===== config.mk =====
export PLATFORM = sky130hd
export DESIGN_NAME = uart_tx_sched
export DESIGN_NICKNAME = d
export VERILOG_FILES = /design/src/rtl/uart_tx_sched.sv
export SDC_FILE = /design/constraint.sdc
export NUM_CORES = 1
export LEC_CHECK = 0
export CAP_MARGIN = 5
export CORE_ASPECT_RATIO = 0.7
export CORE_MARGIN = 4
export CORE_UTILIZATION = 46
export CTS_CLUSTER_SIZE = 24
export DETAILED_ROUTE_END_ITERATION = 6
export GPL_ROUTABILITY_DRIVEN = 0
export PLACE_DENSITY = 0.74
export SETUP_SLACK_MARGIN = 0.15
export SLEW_MARGIN = 20
export SYNTH_ARGS = -nofsm -noshare
export SYNTH_HDL_FRONTEND = slang
export SYNTH_SLANG_ARGS = --single-unit

===== constraint.sdc =====
create_clock -name clk -period 2.2 [get_ports clk]
set_input_delay 0.33 -clock clk [delete_from_list [all_inputs] [get_ports clk]]
set_output_delay 0.33 -clock clk [all_outputs]
set_load 0.005 [all_outputs]

===== src/rtl/uart_tx_sched.sv =====
// rtl/uart_tx_sched.sv - UART TX scheduler: CPU registers, TX FIFO, start/done handshake to the TX core.
// Optional TX-drained interrupt is enabled by defining UART_TXIRQ_EN.
module uart_tx_sched #(
  parameter int          DEPTH    = 4,
  parameter logic [10:0] DVSR_RST = 11'd27
) (
  input  logic        clk,
  input  logic        rst,
  input  logic        write_enable,
  input  logic [4:0]  address,
  input  logic [31:0] data_in,
  input  logic        tx_done,
  output logic [7:0]  tx_data,
  output logic        tx_start,
  output logic [10:0] dvsr,
  output logic        busy,
  output logic [31:0] cout,
  output logic        irq
);
  localparam int AW = (DEPTH > 1) ? $clog2(DEPTH) : 1;
  localparam logic [AW:0] FULL_CNT = (AW+1)'(DEPTH);

  typedef enum logic [1:0] {IDLE, LOAD, WAIT} state_t;
  state_t state, state_nxt;

  logic [7:0]    mem [DEPTH];
  logic [AW-1:0] wr_ptr, rd_ptr;
  logic [AW:0]   count;
  logic [4:0]    cnt5;
  logic [10:0]   shadow;
  logic [1:0]    idx;
  logic          full, empty, push, pop;
  logic          ovf, en, ie;
  logic          wr_data, wr_div, wr_ctrl;
  logic          unused_bits;

  assign idx     = address[3:2];
  assign wr_data = write_enable && (idx == 2'd0);
  assign wr_div  = write_enable && (idx == 2'd1);
  assign wr_ctrl = write_enable && (idx == 2'd2);
  assign full    = (count == FULL_CNT);
  assign empty   = (count == '0);
  assign push    = wr_data && !full;
  assign pop     = (state == LOAD);
  assign busy    = (state != IDLE);
  assign cnt5    = 5'(count);

  always_ff @(posedge clk) begin
    if (rst) begin
      wr_ptr <= '0;
      rd_ptr <= '0;
      count  <= '0;
    end else begin
      if (push) wr_ptr <= wr_ptr + AW'(1);
      if (pop)  rd_ptr <= rd_ptr + AW'(1);
      case ({push, pop})
        2'b10:   count <= count + (AW+1)'(1);
        2'b01:   count <= count - (AW+1)'(1);
        default: ;
      endcase
    end
  end

  always_ff @(posedge clk) begin
    if (push) mem[wr_ptr] <= data_in[7:0];
  end

  // dvsr only follows the shadow while IDLE so a frame in flight keeps its rate
  always_ff @(posedge clk) begin
    if (rst) begin
      ovf    <= 1'b0;
      en     <= 1'b0;
      shadow <= DVSR_RST;
      dvsr   <= DVSR_RST;
    end else begin
      if (wr_data && full)            ovf <= 1'b1;
      else if (wr_ctrl && data_in[2]) ovf <= 1'b0;
      if (wr_div)  shadow <= data_in[10:0];
      if (wr_ctrl) en     <= data_in[0];
      if (state == IDLE) dvsr <= shadow;
    end
  end

`ifdef UART_TXIRQ_EN
  always_ff @(posedge clk) begin
    if (rst) begin
      ie  <= 1'b0;
      irq <= 1'b0;
    end else begin
      if (wr_ctrl) ie <= data_in[1];
      if (wr_data || !ie)                        irq <= 1'b0;
      else if (state == WAIT && tx_done && empty) irq <= 1'b1;
    end
  end
`else
  assign ie  = 1'b0;
  assign irq = 1'b0;
`endif

  always_ff @(posedge clk) begin
    if (rst) state <= IDLE;
    else     state <= state_nxt;
  end

  always_comb begin
    state_nxt = state;
    case (state)
      IDLE:    if (en && !empty) state_nxt = LOAD;
      LOAD:    state_nxt = WAIT;
      WAIT:    if (tx_done) state_nxt = IDLE;
      default: state_nxt = IDLE;
    endcase
  end

  always_ff @(posedge clk) begin
    if (rst) begin
      tx_data  <= 8'd0;
      tx_start <= 1'b0;
    end else begin
      tx_start <= (state == LOAD);
      if (state == LOAD) tx_data <= mem[rd_ptr];
    end
  end

  always_comb begin
    cout = 32'd0;
    case (idx)
      2'd1:    cout = {21'd0, shadow};
      2'd2:    cout = {29'd0, 1'b0, ie, en};
      2'd3:    cout = {24'd0, cnt5[3:0], ovf, busy, empty, full};
      default: cout = 32'd0;
    endcase
  end

  assign unused_bits = ^{address[4], address[1:0], data_in[31:11], data_in[1], cnt5[4]};

endmodule


After elaboration in Yosys (flattened, before gate mapping):

Memories as Yosys holds them, arrays and structs flattened. A register that Yosys moved wholly into a read port is not among the register bits.
Cells that the tools add are included.

* add/sub/neg operators: 4
* eq/ne operators: 10
* multiplexer cells: 9
* reduce and logical (&&, ||, !) cells: 16

Operator list (count)
* $pmux 11 s3: 1
* $eq 2x2->1 const B: 4
* $logic_and 1x1->1: 7
* $eq 2x1->1 const B: 3
* $pmux 2 s3: 1
* $pmux 3 s2: 1
* $reduce_bool 2->1: 3
* $add 2x1->2 const B: 2
* $logic_not 2->1: 2
* $mux 1: 4
* $mux 2: 2
* $add 3x1->3 const B: 1
* $eq 3x3->1 const B: 1
* $logic_not 3->1: 1
* $sub 3x1->3 const B: 1
* $logic_not 1->1: 2
* $ne 2x1->1 const B: 1
* $ne 2x2->1 const B: 1
* $reduce_and 2->1: 1

* bits in registers: 34
* bits in writable memories: 32
* input bits: 41
* output and inout port bits: 54
* logic and storage cells: 49
* memories: 1

Memories
* mem: depth 4, bits a word 8, rd ports 1, clocked after memory_dff 1, write ports 1, RTL line 26 `logic [7:0] mem [DEPTH];`

Longest topological paths before layout:

* word-level depth: 5
* mapped depth: 10
* depth with buffers taken out: 9

Worst setup path before layout:

No wires, ideal clock.

* kind: reg-to-reg
* start: register state[1]
* end: register count[2]
* setup time: 0.070 ns
* arrival: 1.936 ns
* data required time: 2.130 ns
* slack: 0.193 ns
* cell stages (with the launch flop): 11
* path buffers: 2
* clock period less this slack: 2.007 ns
* cells stage by stage: dfxtp_1 nand2b_1 buf_2 inv_2 buf_4 ha_1 inv_1 fa_1 xor2_1 or3_1 a21oi_1

* word-level cells in the longest chain between the ends: 3
* elaborated cells on any way between the ends: 5
* classes of those cells: 3 x eq/ne; 1 x mux; 1 x reduce/logical

Ends and longest elaborated chain
* from (decl): RTL line 24 `state_t state, state_nxt;`
* from (signal assigned): RTL line 102 `else state <= state_nxt;`
* $eq 2x1->1 *: RTL line 44 `assign pop = (state == LOAD);`
* via pop: RTL line 32 `logic full, empty, push, pop;`
* $eq 2x1->1 / $eq 2x2->1 (equally long branches): RTL line 56 `case ({push, pop})`
* $pmux 3 s2 / $reduce_bool 2->1 (equally long branches)
* to (signal assigned): RTL line 57 `2'b10: count <= count + (AW+1)'(1);`
* to (signal assigned): RTL line 58 `2'b01: count <= count - (AW+1)'(1);`
* to (decl): RTL line 28 `logic [AW:0] count;`

The timed path passes the listed nets; every way through them passes the cells marked *.
A chain may end at the register's enable or synchronous reset.

Worst setup path in the final report:

* start: input port write_enable
* end: register count[2]

* word-level cells in the longest chain between the ends: 4
* elaborated cells on any way between the ends: 6
* classes of those cells: 2 x eq/ne; 1 x mux; 3 x reduce/logical

Ends and longest elaborated chain
* from (decl): RTL line 9 `input logic write_enable,`
* $logic_and 1x1->1 *: RTL line 38 `assign wr_data = write_enable && (idx == 2'd0);`
* $logic_and 1x1->1 *: RTL line 43 `assign push = wr_data && !full;`
* $eq 2x1->1 / $eq 2x2->1 (equally long branches): RTL line 56
* $pmux 3 s2 / $reduce_bool 2->1 (equally long branches)

Every way passes the cells marked *; elsewhere a longest branch is shown, timed or not.

==> flow_metrics.tcl <==
set metrics [dict create \
    status "complete, no violations" \
    worstHoldStart "dvsr[2]" \
    drtIter0Drc 80 \
    synth_ff_type "dfxtp_1" \
    port_buffers 48 \
    ys_types 38 \
    synth_edf_count 32 \
    setup.worst_path.start "write_enable" \
    antenna_found_initial 0 \
    max_slew_margin_pct 60.90 \
    post-route-period-util_pct 93.77 \
    cts_sinks 74 \
    yosys_register_bits 74 \
    synth_area_per_cell_um2 11.17 \
    final_common_cell "nand2_1" \
    ys.warnings.count 0 \
    ys_seq_area_share_pct 55.60 \
    num_antenna_cells 0 \
    grt.overflow.total 0 \
    rsz0062_at_grt "yes" \
    layout-drive-gt1-share_pct 14.93 \
    power_density_mw_per_mm2 716.2 \
    period_needed_ns 2.063 \
    grt_pass1_wl_um 10740 \
    async_flop_share_pct 0 \
    vias 2147 \
    synth_cells 290 \
    slew_viol_final 0 \
    cts_buffers 9 \
    drt_pass1_iterations 4 \
    placed_area_mm2 0.003777 \
    grt_pass1_vias 2167 \
    crit_fanout 2 \
    yosys.area.top_type_share_pct 29.65 \
    coreArea_mm2 0.006788 \
    final_cell_mix "nand2_1, clkdlybuf4s50_1, dfxtp_1, edfxtp_1, a21oi_1" \
    postCtsHoldBufs 0 \
    clkSlewWorstSetupHoldPaths_ns 0.07 \
    worstPathRequired_ns 2.47 \
    nets 397 \
    final_area_mm2 0.004076 \
    total_power_mw 2.920 \
    synth_top_cell_by_area "edfxtp_1" \
    start_kind "input pin" \
    grt_max_degree 24 \
    grt_use_total_pct 16.81 \
    hold_violations 0 \
    drt.antenna.violating_nets 0 \
    setup_viol 0 \
    yosys-top-cells-area "edfxtp_1, dfxtp_1, nand2_1" \
    cts_tree "yes" \
    initial_core_util_pct 47.74 \
    netlist_area_mm2 0.003241 \
    fp-row-count 25 \
    die_w_um 108.3 \
    worstMarginPinSlew_ns 0.5846 \
    num-fill-cells 594 \
    dieArea_mm2 0.008473 \
    clock_skew_ns 0.004745 \
    root_buffer "clkbuf_8" \
    fmax_mhz 484.8 \
    io_pins 95 \
    syn2layout_area_growth_pct 25.79 \
    max_cap_viol_count 0 \
    wl_um 6725 \
    ir_drop_uv 304.5 \
    wl_per_cell_um 14.98 \
    clock_latency_ns 0.35 \
    viasPerCell 4.782 \
    htree_levels 3 \
    fp.dieH_um 78.23 \
    r2r_start "count[0]" \
    path_class "in2reg" \
    crit_path_end_kind "register" \
    cp_data_arrival_time_ns 2.33 \
    place_hpwl_um 4816 \
    drc 0 \
    worstHoldPathType "reg2reg" \
    leakagePower_nw 1.529 \
    cts.path.max_buffers 2 \
]
-- critical path: stages --
cell             delay, ns
clkdlybuf4s50_1       0.44
nor2b_4               0.15
nor3b_4               0.15
inv_1                 0.06
ha_2                  0.17
inv_1                 0.06
fa_2                  0.34
xor2_1                0.15
or3_1                 0.36
a21oi_2               0.12
-- registers in the layout (all words and copies together), names as in the netlist, 2 cells and up --
| register | count |
|---|---|
| mem | 32 |
| dvsr | 11 |
| shadow | 11 |
| tx_data | 8 |
| count | 3 |
| rd_ptr | 2 |
| state | 2 |
| wr_ptr | 2 |
-- power breakdown --
| part | total (mW) | internal, mW | leakage [nW] | switching, mW |
|---|---|---|---|---|
| combinational | 0.191 | 0.0970 | 0.784 | 0.0945 |
| sequential | 1.47 | 1.45 | 0.632 | 0.0155 |
| clock | 1.26 | 0.757 | 0.113 | 0.503 |
-- synthesized netlist by cell type (2+ instances only) --
| cell | instances |
|---|---|
| ha_1 | 5 |
| a21oi_1 | 27 |
| inv_1 | 8 |
| xor2_1 | 3 |
| nand2_1 | 63 |
| nor3b_4 | 2 |
| and2_2 | 4 |
| nand3b_1 | 10 |
| buf_4 | 24 |
| clkbuf_1 | 3 |
| nor2b_1 | 6 |
| buf_2 | 10 |
| nor2_1 | 11 |
| mux4_1 | 8 |
| nand2b_1 | 3 |
| mux2i_1 | 6 |
| and2_1 | 4 |
| edfxtp_1 | 32 |
| dfxtp_1 | 42 |
-- per-layer routing --
metal / global-route usage, % / share of wire, %
met1: 21.74 / 46
met2: 27.05 / 47
met3: 5.998 / 5.5
met4: 4.161 / 0.71
met5: 0 / 0
-- final cells by class --
cell class / count / area (um2) / area share (%)
Clock buffer: 10 / 127.6 / 3.131
Inverter: 9 / 33.78 / 0.8287
Multi-Input combinational cell: 190 / 1252 / 30.72
Timing Repair Buffer: 66 / 620.6 / 15.22
Tap cell: 94 / 117.6 / 2.885
Sequential cell: 74 / 1810 / 44.41
Clock inverter: 6 / 113.9 / 2.793
-- kinds of logic (layout without fill, tap and decap cells) --
logic type	count (synthesis)	after routing	share of synthesized area, %
compound gates	33	33	5.869
xor+xnor	4	4	1.081
fa+ha+maj	6	6	2.548
buf+inv	47	91	8.842
flops	74	74	55.60
mux	15	15	8.803
other cells	1	22	0.1157
simple gates	110	110	17.14
-- timing repair --
item,4_1_cts,5_1_grt
gates resized for setup,8,8
pin swaps,2,3
endpoints found under the setup margin,12,7
buffers inserted,2,1
-- through the flow --
| step | utilization [%] | TNS (ns) | hold slack, ns | std cells | worst slack, ns |
|---|---|---|---|---|---|
| CTS | 59.61 | 0 | 0.4546 | 448 | 0.1511 |
| global placement | 55.65 | -0.8801 | 0.4402 | 430 | -0.1932 |
| floorplan | - | 0 | 0.4289 | 311 | 0.1931 |
| detailed placement | 55.65 | -0.9612 | 0.4438 | 430 | -0.2206 |
| finish | 60.06 | 0 | 0.4537 | 449 | 0.1371 |
| global route | 60.06 | 0 | 0.4826 | 449 | 0.06364 |
-- worst paths after layout --
kind                    to  slack [ns]  depth (start not counted)
hold / removal     dvsr[2]        0.45                          2
setup reg to reg  count[2]        0.16                          9
setup / recovery  count[2]        0.14                         10
hold reg to reg    dvsr[2]        0.45                          2
No activity file was read; power rests on OpenSTA's default activity.
